==> config.mk <==
export PLATFORM = sky130hd
export DESIGN_NAME = mem_access_ctrl
export DESIGN_NICKNAME = d
export VERILOG_FILES = /design/src/rtl/mem_access_ctrl.sv
export SDC_FILE = /design/constraint.sdc
export NUM_CORES = 1
export LEC_CHECK = 0
export ABC_CLOCK_PERIOD_IN_PS = 3400
export CAP_MARGIN = 20
export CORE_MARGIN = 3
export CORE_UTILIZATION = 25
export CTS_BUF_LIST = sky130_fd_sc_hd__clkbuf_16
export DETAILED_ROUTE_END_ITERATION = 16
export PLACE_DENSITY = 0.61
export SLEW_MARGIN = 10
export SYNTH_ARGS = -nofsm -noshare
export SYNTH_HDL_FRONTEND = slang
export SYNTH_SLANG_ARGS = --single-unit
==> constraint.sdc <==
create_clock -name clk -period 3.4 [get_ports clk]
set_input_delay 0.68 -clock clk [delete_from_list [all_inputs] [get_ports clk]]
set_output_delay 0.68 -clock clk [all_outputs]
set_load 0.02 [all_outputs]
==> src/rtl/mem_access_ctrl.sv <==
// Data-memory access controller for the MEM stage: launches one aligned load or
// store onto the data bus, waits for d_ack, and returns extended load data.
//
// state | meaning
// IDLE  | no transfer; launch when an aligned, unflushed request is present
// BUS   | d_req held with stable d_* until d_ack
// DONE  | one-cycle completion, done = 1, req_valid ignored
module mem_access_ctrl (
   input  logic        clk,
   input  logic        resetn,
   input  logic        req_valid,
   input  logic        req_we,
   input  logic [1:0]  req_size,
   input  logic        req_unsigned,
   input  logic [31:0] req_addr,
   input  logic [31:0] req_wdata,
   input  logic        flush,
   output logic        d_req,
   output logic        d_we,
   output logic [31:0] d_addr,
   output logic [3:0]  d_be,
   output logic [31:0] d_wdata,
   input  logic        d_ack,
   input  logic [31:0] d_rdata,
   output logic [31:0] rdata,
   output logic        done,
   output logic        stallreq,
   output logic        addr_err
);

   typedef enum logic [1:0] {
      IDLE = 2'b00,
      BUS  = 2'b01,
      DONE = 2'b10
   } state_t;

   localparam logic [1:0] SZ_BYTE = 2'd0;
   localparam logic [1:0] SZ_HALF = 2'd1;
   localparam logic [1:0] SZ_WORD = 2'd2;

   state_t      state;
   state_t      state_nxt;

   logic [1:0]  size_norm;
   logic        misaligned;
   logic        launch;
   logic        ack_bus;
   logic        kill;
   logic [3:0]  be_nxt;
   logic [31:0] wdata_nxt;

   logic [1:0]  size_q;
   logic [1:0]  off_q;
   logic        uns_q;
   logic        flushed_q;

   logic [7:0]  lane8;
   logic [15:0] lane16;
   logic [31:0] ld_ext;

   // Size code 3 behaves exactly like a word access.
   assign size_norm = (req_size == SZ_BYTE) ? SZ_BYTE :
                      (req_size == SZ_HALF) ? SZ_HALF : SZ_WORD;

   always_comb begin
      misaligned = 1'b0;
      case (size_norm)
         SZ_HALF: misaligned = req_addr[0];
         SZ_WORD: misaligned = (req_addr[1:0] != 2'b00);
         default: misaligned = 1'b0;
      endcase
   end

   assign launch   = (state == IDLE) & req_valid & ~misaligned & ~flush;
   assign addr_err = (state == IDLE) & req_valid &  misaligned & ~flush;
   assign stallreq = launch | (state == BUS);
   assign ack_bus  = (state == BUS) & d_ack;
   // A flush seen at any point during BUS, including the ack cycle, cancels reporting.
   assign kill     = flushed_q | flush;

   always_comb begin
      be_nxt    = 4'b1111;
      wdata_nxt = req_wdata;
      case (size_norm)
         SZ_BYTE: begin
            wdata_nxt = {4{req_wdata[7:0]}};
            case (req_addr[1:0])
               2'd0:    be_nxt = 4'b1000;
               2'd1:    be_nxt = 4'b0100;
               2'd2:    be_nxt = 4'b0010;
               default: be_nxt = 4'b0001;
            endcase
         end
         SZ_HALF: begin
            wdata_nxt = {2{req_wdata[15:0]}};
            be_nxt    = req_addr[1] ? 4'b0011 : 4'b1100;
         end
         default: begin
            wdata_nxt = req_wdata;
            be_nxt    = 4'b1111;
         end
      endcase
   end

   // Big-endian lane pick: offset 0 is the most significant byte of the word.
   always_comb begin
      lane8  = 8'h00;
      lane16 = 16'h0000;
      ld_ext = d_rdata;
      case (size_q)
         SZ_BYTE: begin
            case (off_q)
               2'd0:    lane8 = d_rdata[31:24];
               2'd1:    lane8 = d_rdata[23:16];
               2'd2:    lane8 = d_rdata[15:8];
               default: lane8 = d_rdata[7:0];
            endcase
            ld_ext = {{24{~uns_q & lane8[7]}}, lane8};
         end
         SZ_HALF: begin
            lane16 = off_q[1] ? d_rdata[15:0] : d_rdata[31:16];
            ld_ext = {{16{~uns_q & lane16[15]}}, lane16};
         end
         default: ld_ext = d_rdata;
      endcase
   end

   always_comb begin
      state_nxt = state;
      case (state)
         IDLE:    if (launch) state_nxt = BUS;
         BUS:     if (d_ack) state_nxt = kill ? IDLE : DONE;
         DONE:    state_nxt = IDLE;
         default: state_nxt = IDLE;
      endcase
   end

   always_ff @(posedge clk or negedge resetn) begin
      if (!resetn) state <= IDLE;
      else         state <= state_nxt;
   end

   always_ff @(posedge clk or negedge resetn) begin
      if (!resetn) begin
         d_req     <= 1'b0;
         d_we      <= 1'b0;
         d_addr    <= 32'h0;
         d_be      <= 4'h0;
         d_wdata   <= 32'h0;
         rdata     <= 32'h0;
         done      <= 1'b0;
         size_q    <= SZ_BYTE;
         off_q     <= 2'd0;
         uns_q     <= 1'b0;
         flushed_q <= 1'b0;
      end else begin
         done <= ack_bus & ~kill;
         if (launch) begin
            d_req     <= 1'b1;
            d_we      <= req_we;
            d_addr    <= {req_addr[31:2], 2'b00};
            d_be      <= be_nxt;
            d_wdata   <= wdata_nxt;
            size_q    <= size_norm;
            off_q     <= req_addr[1:0];
            uns_q     <= req_unsigned;
            flushed_q <= 1'b0;
         end
         if ((state == BUS) && flush) flushed_q <= 1'b1;
         if (ack_bus) begin
            d_req <= 1'b0;
            if (!d_we && !kill) rdata <= ld_ext;
         end
      end
   end

endmodule

==> results.md, run 1 <==
- Result of the run: finished clean
- Number of flops mapped to enable cells by yosys: 0
- Net Switching: ~1.9 mW
- Cell-internal power: approximately 3.4 mW
- Max-cap violations: 0
- Critical Path AT: 2450 ps
- Syn Inst Count: between 400 and 500
- Worst r2r src: size_q[1]
- Avg WL per Cell: between 15 and 20 um
- Initial antenna violation count: 1
- I/O Buffers: around 210
- I/O pins: 210
- Final Skew: ~10 ps
- Vias per cell: between 4 and 5
- Diode count: 0
- Worst-skew pair later-pin latency: 360 ps
- Htree depth: 3
- CP Max Fanout: 6
- GRT overflow: 0
- CTS tree: built
- Final setup fails: 0
- Share of cells above drive strength 1: 0.125
- Pre-antenna DRT Iters: 4
- Global-route wire length before repair: 24,100 um
- Reg2reg path depth: 4
- Max frequency: 320 MHz
- Comb power frac: 0.426
- Synthesized cell area: roughly 0.005 mm2
- Req. time, crit path: 2720 ps
- Area of the multi-input gates: approximately 0.0021 mm2
- Reg power frac: 0.380
- Fin. max-slew vios: 0
- Distinct cell type count after synthesis: 43
- Die Ht: around 150 um
- Leakage power: between 3 and 4 nW
- Fill cells: between 1,500 and 2,000
- Die area: 0.0219 mm2
- Period utilization: 0.920
- Crit path launch type: primary input
- Seq. cell area: approximately 0.0027 mm2
- Synth warn: 0
- Clock Path Buffers: 2
- Total number of vias: 4,235
- Placer Congestion: about 0.8
- Total Neg Setup Slack: 0 ps
- Final hold viol count: 0
- Clock Sinks: around 110
- Critical Path Sink Type: output pin
- CTS root buffer: clkbuf_16
- Vias in the first global route: 4,399
- Die width: 148 um
- Clock Power Share: 0.194
- Max IR drop VDD: 0.288 mV
- Unrepaired setup endpoints after global routing: false
- Min Hold Slack: 356 ps
- Num CTS Buffers: 9
- ANT nets after route: 0
- Min-Delay Path Class: in2async
- Reg-to-reg endpoint: rdata[0]
- Relative slew slack: 0.338
- Row cnt: between 50 and 60
- Largest net degree at the start of global routing: 97
- Final Net Count: ~770
- Core ar.: approximately 0.020 mm2
- Hpwl dp: 10,800 um
- Sequential area share after synthesis: 0.542
- Final critical-path required period: ~3100 ps
- Synth async-reset ratio: 1.00
- Initial DRC count: 166
- Net Sw Frac: 0.362
- Final WL: approximately 15,000 um
- Clk pin slew, worst setup/hold paths: 70 ps
- Leading area contributor after synthesis: dfrtp_1
- Reg2reg setup slack: ~1200 ps
- Critical path type: in2out
- DRC Markers: 0
- Ys flop type: dfrtp_1
- # Post-CTS Setup Buffers: 0
- Slew @ Worst Pin: about 990 ps
- Power Density: between 600 and 700 mW/mm2
- Syn-to-layout area delta: 52.5%
- Global Route Usage Sum: 0.138
- Finished Core Util: 0.391
- Initial core utilization: 0.257
- Syn Area/Cell: ~11 um2
- Top cell type's share of synthesized area: 0.542
- Top cells by area, synth: dfrtp_1 (54%), mux2_2 (11%), mux2i_1 (6.0%), nand2_1 (4.8%), o21ai_0 (4.1%)
- Synthesized flop and latch total: 109
[metrics by stage]
step / worst slack, ps / total power, mW / instance area, um2 / instances
after global routing: 198 / 5.59 / 7670 / 931
after CTS: 21.7 / 5.36 / 7660 / 931
after floorplan: 859 / 3.11 / 5030 / 467
after detailed placement: 44.1 / 4.30 / 7390 / 915
after global placement: 61.4 / 4.28 / 7390 / 915
final: 272 / 5.27 / 7670 / 931
[synthesized netlist by cell type, types with 2 or more instances]
cell      instances
clkbuf_1         14
a22o_1           12
nor3_1            9
nand2_1          64
or3_1             2
nor2_1           42
dfrtp_1         109
mux2_2           48
o22a_1            3
mux2i_1          30
a311oi_1          6
o21ai_0          41
a22oi_1           5
inv_1             4
buf_2            17
a21oi_1          29
o211ai_1          2
buf_4             4
[area by class of cell]
type,count,area share
inverters,4,0.00196
clock inverters,7,0.00669
multi-input cells,318,0.278
flip-flops and latches,109,0.356
well taps,265,0.0433
repair buffers,219,0.285
clock buffers,9,0.0294
[kinds of logic after synthesis]
group / after synthesis / share of synthesized area
AOI/OAI and AO/OA: 109 / 0.137
buffers and inverters: 40 / 0.0386
xor gates and xnor gates: 1 / 0.00174
and+or+nand+nor: 127 / 0.108
muxes: 79 / 0.172
other: 1 / 0.000746
DFF: 109 / 0.542
[worst max-delay path by stage]
stage | startpoint | to | slack, ps
after CTS | flush | addr_err | 20
after floorplan | flush | addr_err | 860
after global routing | flush | stallreq | 200
after global placement | flush | addr_err | 60
after detailed placement | flush | addr_err | 40
final | flush | stallreq | 270
[worst max-delay path, cell delays in order]
cell and delay (ps):
clkdlybuf4s50_1 440, buf_4 170, nor4b_1 250, buf_4 180, o21ai_4 60, nand2_1 60, clkdlybuf4s50_1 600
[power by group through the flow]
stage	Clock (mW)	Sequential (mW)	Combinational, mW
after floorplan	0	2.45	0.658
after global placement	0	2.02	2.26
after detailed placement	0	2.03	2.27
after CTS	1.07	2.01	2.28
after global routing	1.12	2.07	2.40
final	1.02	2.00	2.25
[placed cells by master, fill, tap and decap left out, types with 2 or more instances in the layout]
cell,instances
inv_6,2
a311oi_1,6
a22o_1,12
nor2_1,42
buf_4,11
clkinv_4,3
a22oi_1,5
mux2_2,48
o22a_1,3
o21ai_0,41
dfrtp_1,109
mux2i_1,30
nand2_1,64
nor3_1,9
o211ai_1,2
buf_12,2
clkdlybuf4s50_1,205
inv_1,5
or3_1,2
conb_1,2
clkbuf_16,9
a21oi_1,29
[metal layers]
metal	vias up	part of all wire	routed length, um	GRT usage
met3	10	0.091	1390	0.0607
li1	2021	-	-	-
met4	2	0.0096	146	0.0333
met2	148	0.46	6980	0.221
met5	-	0.00066	10	0
met1	2054	0.44	6660	0.174
[flip-flops by register name (all words and copies together) (netlist names)]
register and count:
flushed_q 1, off_q 2, size_q 2, rdata 32
uns_q 1, d_req 1, d_be 4, state 2
d_addr 30, d_wdata 32, done 1, d_we 1
[repair_timing]
action	4_1_cts	5_1_grt
resized for setup	0	1
hold buffers	0	0
hold endpoints to repair	0	0
setup endpoints to repair	0	1
No activity file was read; power rests on OpenSTA's default activity.
==> run 2: changes to the inputs <==
--- a/config.mk
+++ b/config.mk
@@ -12,6 +12,7 @@
 export CTS_BUF_LIST = sky130_fd_sc_hd__clkbuf_16
 export DETAILED_ROUTE_END_ITERATION = 16
 export PLACE_DENSITY = 0.61
+export REMOVE_ABC_BUFFERS = 1
 export SLEW_MARGIN = 10
 export SYNTH_ARGS = -nofsm -noshare
 export SYNTH_HDL_FRONTEND = slang
==> results.md, run 2 (synthesis results as in run 1) <==
- Share of cells above drive strength 1: 0.130 (+0.00561)
- Clock Path Buffers: 2 (unchanged)
- Final setup fails: 0 (unchanged)
- Row cnt: 51 (unchanged)
- Most frequent cells in the layout: clkdlybuf4s50_1 (206), dfrtp_1 (109), nand2_1 (64)
- Req. time, crit path: 2720 ps (about the same)
- Slew @ Worst Pin: 1030 ps (+38.3 ps)
- Worst-path cell chain: clkdlybuf4s50_1, or4b_2, nor3_1, clkdlybuf4s50_1
- Fin. max-slew vios: 0 (unchanged)
- Syn-to-layout area delta: 52.8%
- Critical Path Sink Type: output pin
- Max-cap violations: 0 (unchanged)
- Met3 WL: 1560 um (+12%)
- DRC Markers: 0 (unchanged)
- Critical Path AT: 2620 ps (+170 ps)
- Vias in the first global route: 4,402 (+0.068%)
- Unrepaired setup endpoints after global routing: false
- Initial antenna violation count: 2 (+1)
- Final WL: 15,600 um (+2.6%)
- Diode count: 0 (unchanged)
- GRT overflow: 0 (unchanged)
- Seq. cell area: 0.00273 mm2 (unchanged)
- CTS tree: built
- CP peak stage delay: 640 ps (+40 ps)
- Die area: 0.0219 mm2 (unchanged)
- Fill cells: 1,966 (+0.25%)
- Reg2reg setup slack: 1280 ps (+100 ps)
- Top metal layer carrying routed signals: met5
- Total Neg Setup Slack: 0 ps (unchanged)
- Worst-skew pair later-pin latency: 350 ps (about the same)
- Result of the run: finished clean
- Leakage power: 3.23 nW (-0.26%)
- Final Worst Setup Slack: 96.5 ps (-176 ps)
- Routed length on met1: 6820 um (+2.4%)
- Clk pin slew, worst setup/hold paths: 80 ps (about the same)
- Final Skew: 7.51 ps (-2.26 ps)
- Min Hold Slack: 299 ps (-56.3 ps)
- Setup WS pre-CTS: 109 ps (+65.4 ps)
- Global Route Usage Sum: 0.142 (+0.00380)
- Critical path type: in2out
- Final hold viol count: 0 (unchanged)
- ANT nets after route: 0 (unchanged)
- Final critical-path required period: 3300 ps (+176 ps)
- # Post-CTS Setup Buffers: 0 (unchanged)
- Most common cell after layout, fill and taps aside: clkdlybuf4s50_1
- Die width: 148 um (unchanged)
- Area of the multi-input gates: 0.00213 mm2 (unchanged)
- Die Ht: 148 um (unchanged)
- Placer Congestion: 0.766 (-4.6%)
- Resized Gates After CTS: 0 (unchanged)
- Largest net degree at the start of global routing: 97 (unchanged)
- Max frequency: 303 MHz (-5.3%)
- I/O pins: 210 (unchanged)
- Num CTS Buffers: 9 (unchanged)
- Avg WL per Cell: 16.7 um (+2.3%)
- CTS root buffer: clkbuf_16
- Htree depth: 3 (unchanged)
- Power Density: 688 mW/mm2 (about the same)
- Crit path launch type: primary input
- Period utilization: 0.972 (+0.0517)
- Relative slew slack: 0.310 (-0.0281)
- Largest registers: d_wdata x32, rdata x32, d_addr x30
- Met2 routed WL: 7000 um (+0.26%)
- Cts-stage hold buffer count: 0 (unchanged)
- CP Max Fanout: 2 (-4)
- Vias per cell: 4.55 (+0.12%)
- Pre-antenna DRT Iters: 4 (unchanged)
- Setup crit start: req_valid
- Total number of vias: 4,249 (+0.33%)
- Initial DRC count: 152 (-8.4%)
- Most frequent CP cell: clkdlybuf4s50_1
- Final Net Count: 768 (+0.26%)
- Initial core utilization: 0.257 (unchanged)
- Clock Sinks: 109 (unchanged)
- Slowest stage cell on the critical path: clkdlybuf4s50_1
- Post-Layout Cell Count: 933 (+0.21%)
- Min-Delay Path Class: in2async
- Max IR drop VDD: 0.285 mV (-0.93%)
- Core ar.: 0.0196 mm2 (unchanged)
- Placed Cells: 917 (+0.22%)
- I/O Buffers: 207 (unchanged)
- Global-route wire length before repair: 24,600 um (+1.9%)
- Hpwl dp: 11,100 um (+3.0%)
- Worst r2r src: size_q[0]
-- run 2: cell count changes in the layout (fill, tap and decap cells not counted) --
cell             delta
clkinv_1            -1
buf_4               +2
inv_1               -1
inv_8               +1
clkdlybuf4s50_1     +1
dlymetal6s2s_1      -1
clkinv_4            -1
clkinv_2            +1
clkinvlp_4          +1
-- run 2: per-layer routing --
| layer | vias to the layer above | global-route usage |
|---|---|---|
| li1 | 2034 | - |
| met5 | - | 0 |
| met2 | 168 | 0.225 |
| met3 | 13 | 0.0601 |
| met1 | 2030 | 0.180 |
| met4 | 4 | 0.0393 |
-- run 2: critical path, delay by kind of cell --
family / cells / cell delay [ps]
buffers and inverters: 2 / 1100
AND/OR/NAND/NOR: 2 / 840
-- run 2: power breakdown --
part	leakage, nW	total [mW]	internal, mW	switching [mW]
Sequential	1.32	1.97	1.71	0.259
Combinational	1.76	2.29	1.15	1.14
Clock	0.138	1.03	0.510	0.522
Total	3.23	5.29	3.37	1.92
-- run 2: area by class of cell --
cell class,instances,area share
Multi-Input combinational cell,318,0.277
Inverter,4,0.00195
Tap cell,265,0.0431
Sequential cell,109,0.355
Timing Repair Buffer,221,0.286
Clock inverter,7,0.00765
Clock buffer,9,0.0293
-- run 2: worst paths after layout --
check | end | cells after the start
min in group clk | d_wdata[23] | 2
max in group asynchronous | rdata[1] | 2
max reg2reg | rdata[5] | 4
max | addr_err | 4
min | d_addr[4] | 1
min reg2reg | d_wdata[23] | 2
-- run 2: stage by stage --
step                cell area, um2  power, mW   util
finish                        7690       5.29  0.392
global route                  7690       5.61  0.392
CTS                           7690       5.37  0.392
detailed placement            7400       4.31  0.378
global placement              7400       4.28  0.378
floorplan                     4850       3.08      -
==> run 3: changes to the inputs <==
--- a/config.mk
+++ b/config.mk
@@ -5,7 +5,7 @@
 export SDC_FILE = /design/constraint.sdc
 export NUM_CORES = 1
 export LEC_CHECK = 0
-export ABC_CLOCK_PERIOD_IN_PS = 3400
+export ABC_CLOCK_PERIOD_IN_PS = 3950
 export CAP_MARGIN = 20
 export CORE_MARGIN = 3
 export CORE_UTILIZATION = 25
==> constraint.sdc (replaced) <==
create_clock -name clk -period 3.95 [get_ports clk]
set_input_delay 0.79 -clock clk [delete_from_list [all_inputs] [get_ports clk]]
set_output_delay 0.79 -clock clk [all_outputs]
set_load 0.02 [all_outputs]
==> results.md, run 3 (synthesis results as in run 1) <==
- Result of the run: finished clean
- Max-cap violations: 0 (unchanged)
- Leakage power: 3.21 nW (-0.63%)
- Initial DRC count: 169 (+11%)
- Min-Delay Path Class: in2async
- Largest net degree at the start of global routing: 64 (-34%)
- Die Ht: 148 um (unchanged)
- Pre-antenna DRT Iters: 4 (unchanged)
- Most common cell after layout, fill and taps aside: clkdlybuf4s50_1
- # Post-CTS Setup Buffers: 0 (unchanged)
- Slew @ Worst Pin: 1020 ps (-12.7 ps)
- Fill cells: 1,958 (-0.41%)
- Avg WL per Cell: 16.7 um (+0.32%)
- GRT overflow: 0 (unchanged)
- Critical Path AT: 2740 ps (+120 ps)
- Syn-to-layout area delta: 52.6%
- Htree depth: 3 (unchanged)
- I/O pins: 210 (unchanged)
- Resized Gates After CTS: 0 (unchanged)
- Clock Path Buffers: 2 (unchanged)
- CP Max Fanout: 4 (+2)
- Final Skew: 5.08 ps (-2.43 ps)
- Area of the multi-input gates: 0.00213 mm2 (unchanged)
- Power Total: 4.60 mW (-13%)
- Power Density: 600 mW/mm2 (-13%)
- Diode count: 0 (unchanged)
- Placer Congestion: 0.778 (+1.6%)
- Max IR drop VDD: 0.234 mV (-18%)
- Reg power frac: 0.374 (about the same)
- Net Sw Frac: 0.357 (-0.00530)
- Die area: 0.0219 mm2 (unchanged)
- Core ar.: 0.0196 mm2 (unchanged)
- Cts-stage hold buffer count: 0 (unchanged)
- Worst r2r src: state[0]
- Seq. cell area: 0.00273 mm2 (unchanged)
- Total number of vias: 4,242 (-0.16%)
- Most frequent cells in the layout: clkdlybuf4s50_1 (206), dfrtp_1 (109), nand2_1 (64)
- Vias in the first global route: 4,415 (+0.30%)
- Vias per cell: 4.56 (+0.16%)
- I/O Buffers: 207 (unchanged)
- Die width: 148 um (unchanged)
- ANT nets after route: 0 (unchanged)
- Clock Power Share: 0.205 (+0.010)
- Largest registers: d_wdata x32, rdata x32, d_addr x30
- Setup WS pre-CTS: 408 ps (+298 ps)
- Relative slew slack: 0.321 (+0.0110)
- Min Hold Slack: 457 ps (+158 ps)
- Final hold viol count: 0 (unchanged)
- Worst-skew pair later-pin latency: 350 ps (about the same)
- DRC Markers: 0 (unchanged)
- Final Worst Setup Slack: 417 ps (+320 ps)
- Fin. max-slew vios: 0 (unchanged)
- Row cnt: 51 (unchanged)
- Num CTS Buffers: 9 (unchanged)
- Max frequency: about 280 MHz
- Final Net Count: 765 (-0.39%)
- Crit path launch type: primary input
- Total Neg Setup Slack: 0 ps (unchanged)
- Initial antenna violation count: 2 (unchanged)
- CTS tree: built
- Comb power frac: 0.421 (-0.011)
- Final WL: 15,600 um (about the same)
- Hpwl dp: 11,300 um (+1.2%)
- Net Switching: 1.64 mW (-14%)
- Unrepaired setup endpoints after global routing: false
- Initial core utilization: 0.257 (unchanged)
- Share of cells above drive strength 1: 0.126 (-0.00392)
- Cell-internal power: 2.96 mW (-12%)
- Final critical-path required period: 3530 ps
- Critical path type: in2out
- Setup crit start: req_valid
- CTS root buffer: clkbuf_16
- Critical Path Sink Type: output pin
- Global-route wire length before repair: 24,600 um (+0.14%)
- Period utilization: 0.894
- Clock Sinks: 109 (unchanged)
- Clk pin slew, worst setup/hold paths: 70 ps (about the same)
- Global Route Usage Sum: 0.142 (-0.000500)
- Final setup fails: 0 (unchanged)
- Req. time, crit path: 3160 ps (+440 ps)
-- run 3: worst max-delay path, cell delays in order --
cell,delay (ps)
clkdlybuf4s50_1,460
or4b_2,650
nor3_1,210
clkdlybuf4s50_1,640
-- run 3: cell type report --
class	count	area share
Inverter	4	0.00196
Clock buffer	9	0.0294
Timing Repair Buffer	218	0.282
Clock inverter	7	0.0103
Tap cell	265	0.0432
Sequential cell	109	0.356
Multi-Input combinational cell	318	0.277
-- run 3: worst paths after layout --
path,end,slack [ps],cells past startpoint
max,addr_err,420,4
max reg2reg,d_wdata[3],1620,5
min,d_wdata[31],460,1
min in group clk,d_wdata[16],480,2
max in group asynchronous,size_q[1],2720,2
min reg2reg,d_wdata[16],480,2
-- run 3: through the flow --
| step | cells | cell area, um2 | util |
|---|---|---|---|
| final | 930 | 7670 | 0.392 |
| after global routing | 930 | 7670 | 0.392 |
| after CTS | 930 | 7670 | 0.392 |
| after detailed placement | 914 | 7370 | 0.376 |
| after global placement | 914 | 7370 | 0.376 |
| after floorplan | 431 | 4850 | - |
-- run 3: power groups by stage --
stage / combinational, mW / sequential [mW] / clock [mW]
CTS: 1.96 / 1.73 / 0.984
global placement: 1.94 / 1.73 / 0
finish: 1.94 / 1.72 / 0.942
global route: 2.08 / 1.78 / 1.02
floorplan: 0.502 / 2.15 / 0
detailed placement: 1.95 / 1.74 / 0
-- run 3: routing by layer --
| layer | wire (um) | vias up | track usage |
|---|---|---|---|
| li1 | - | 2023 | - |
| met1 | 6760 | 2017 | 0.178 |
| met2 | 7020 | 185 | 0.226 |
| met3 | 1640 | 13 | 0.0619 |
| met4 | 138 | 4 | 0.0333 |
| met5 | 22 | - | 0 |
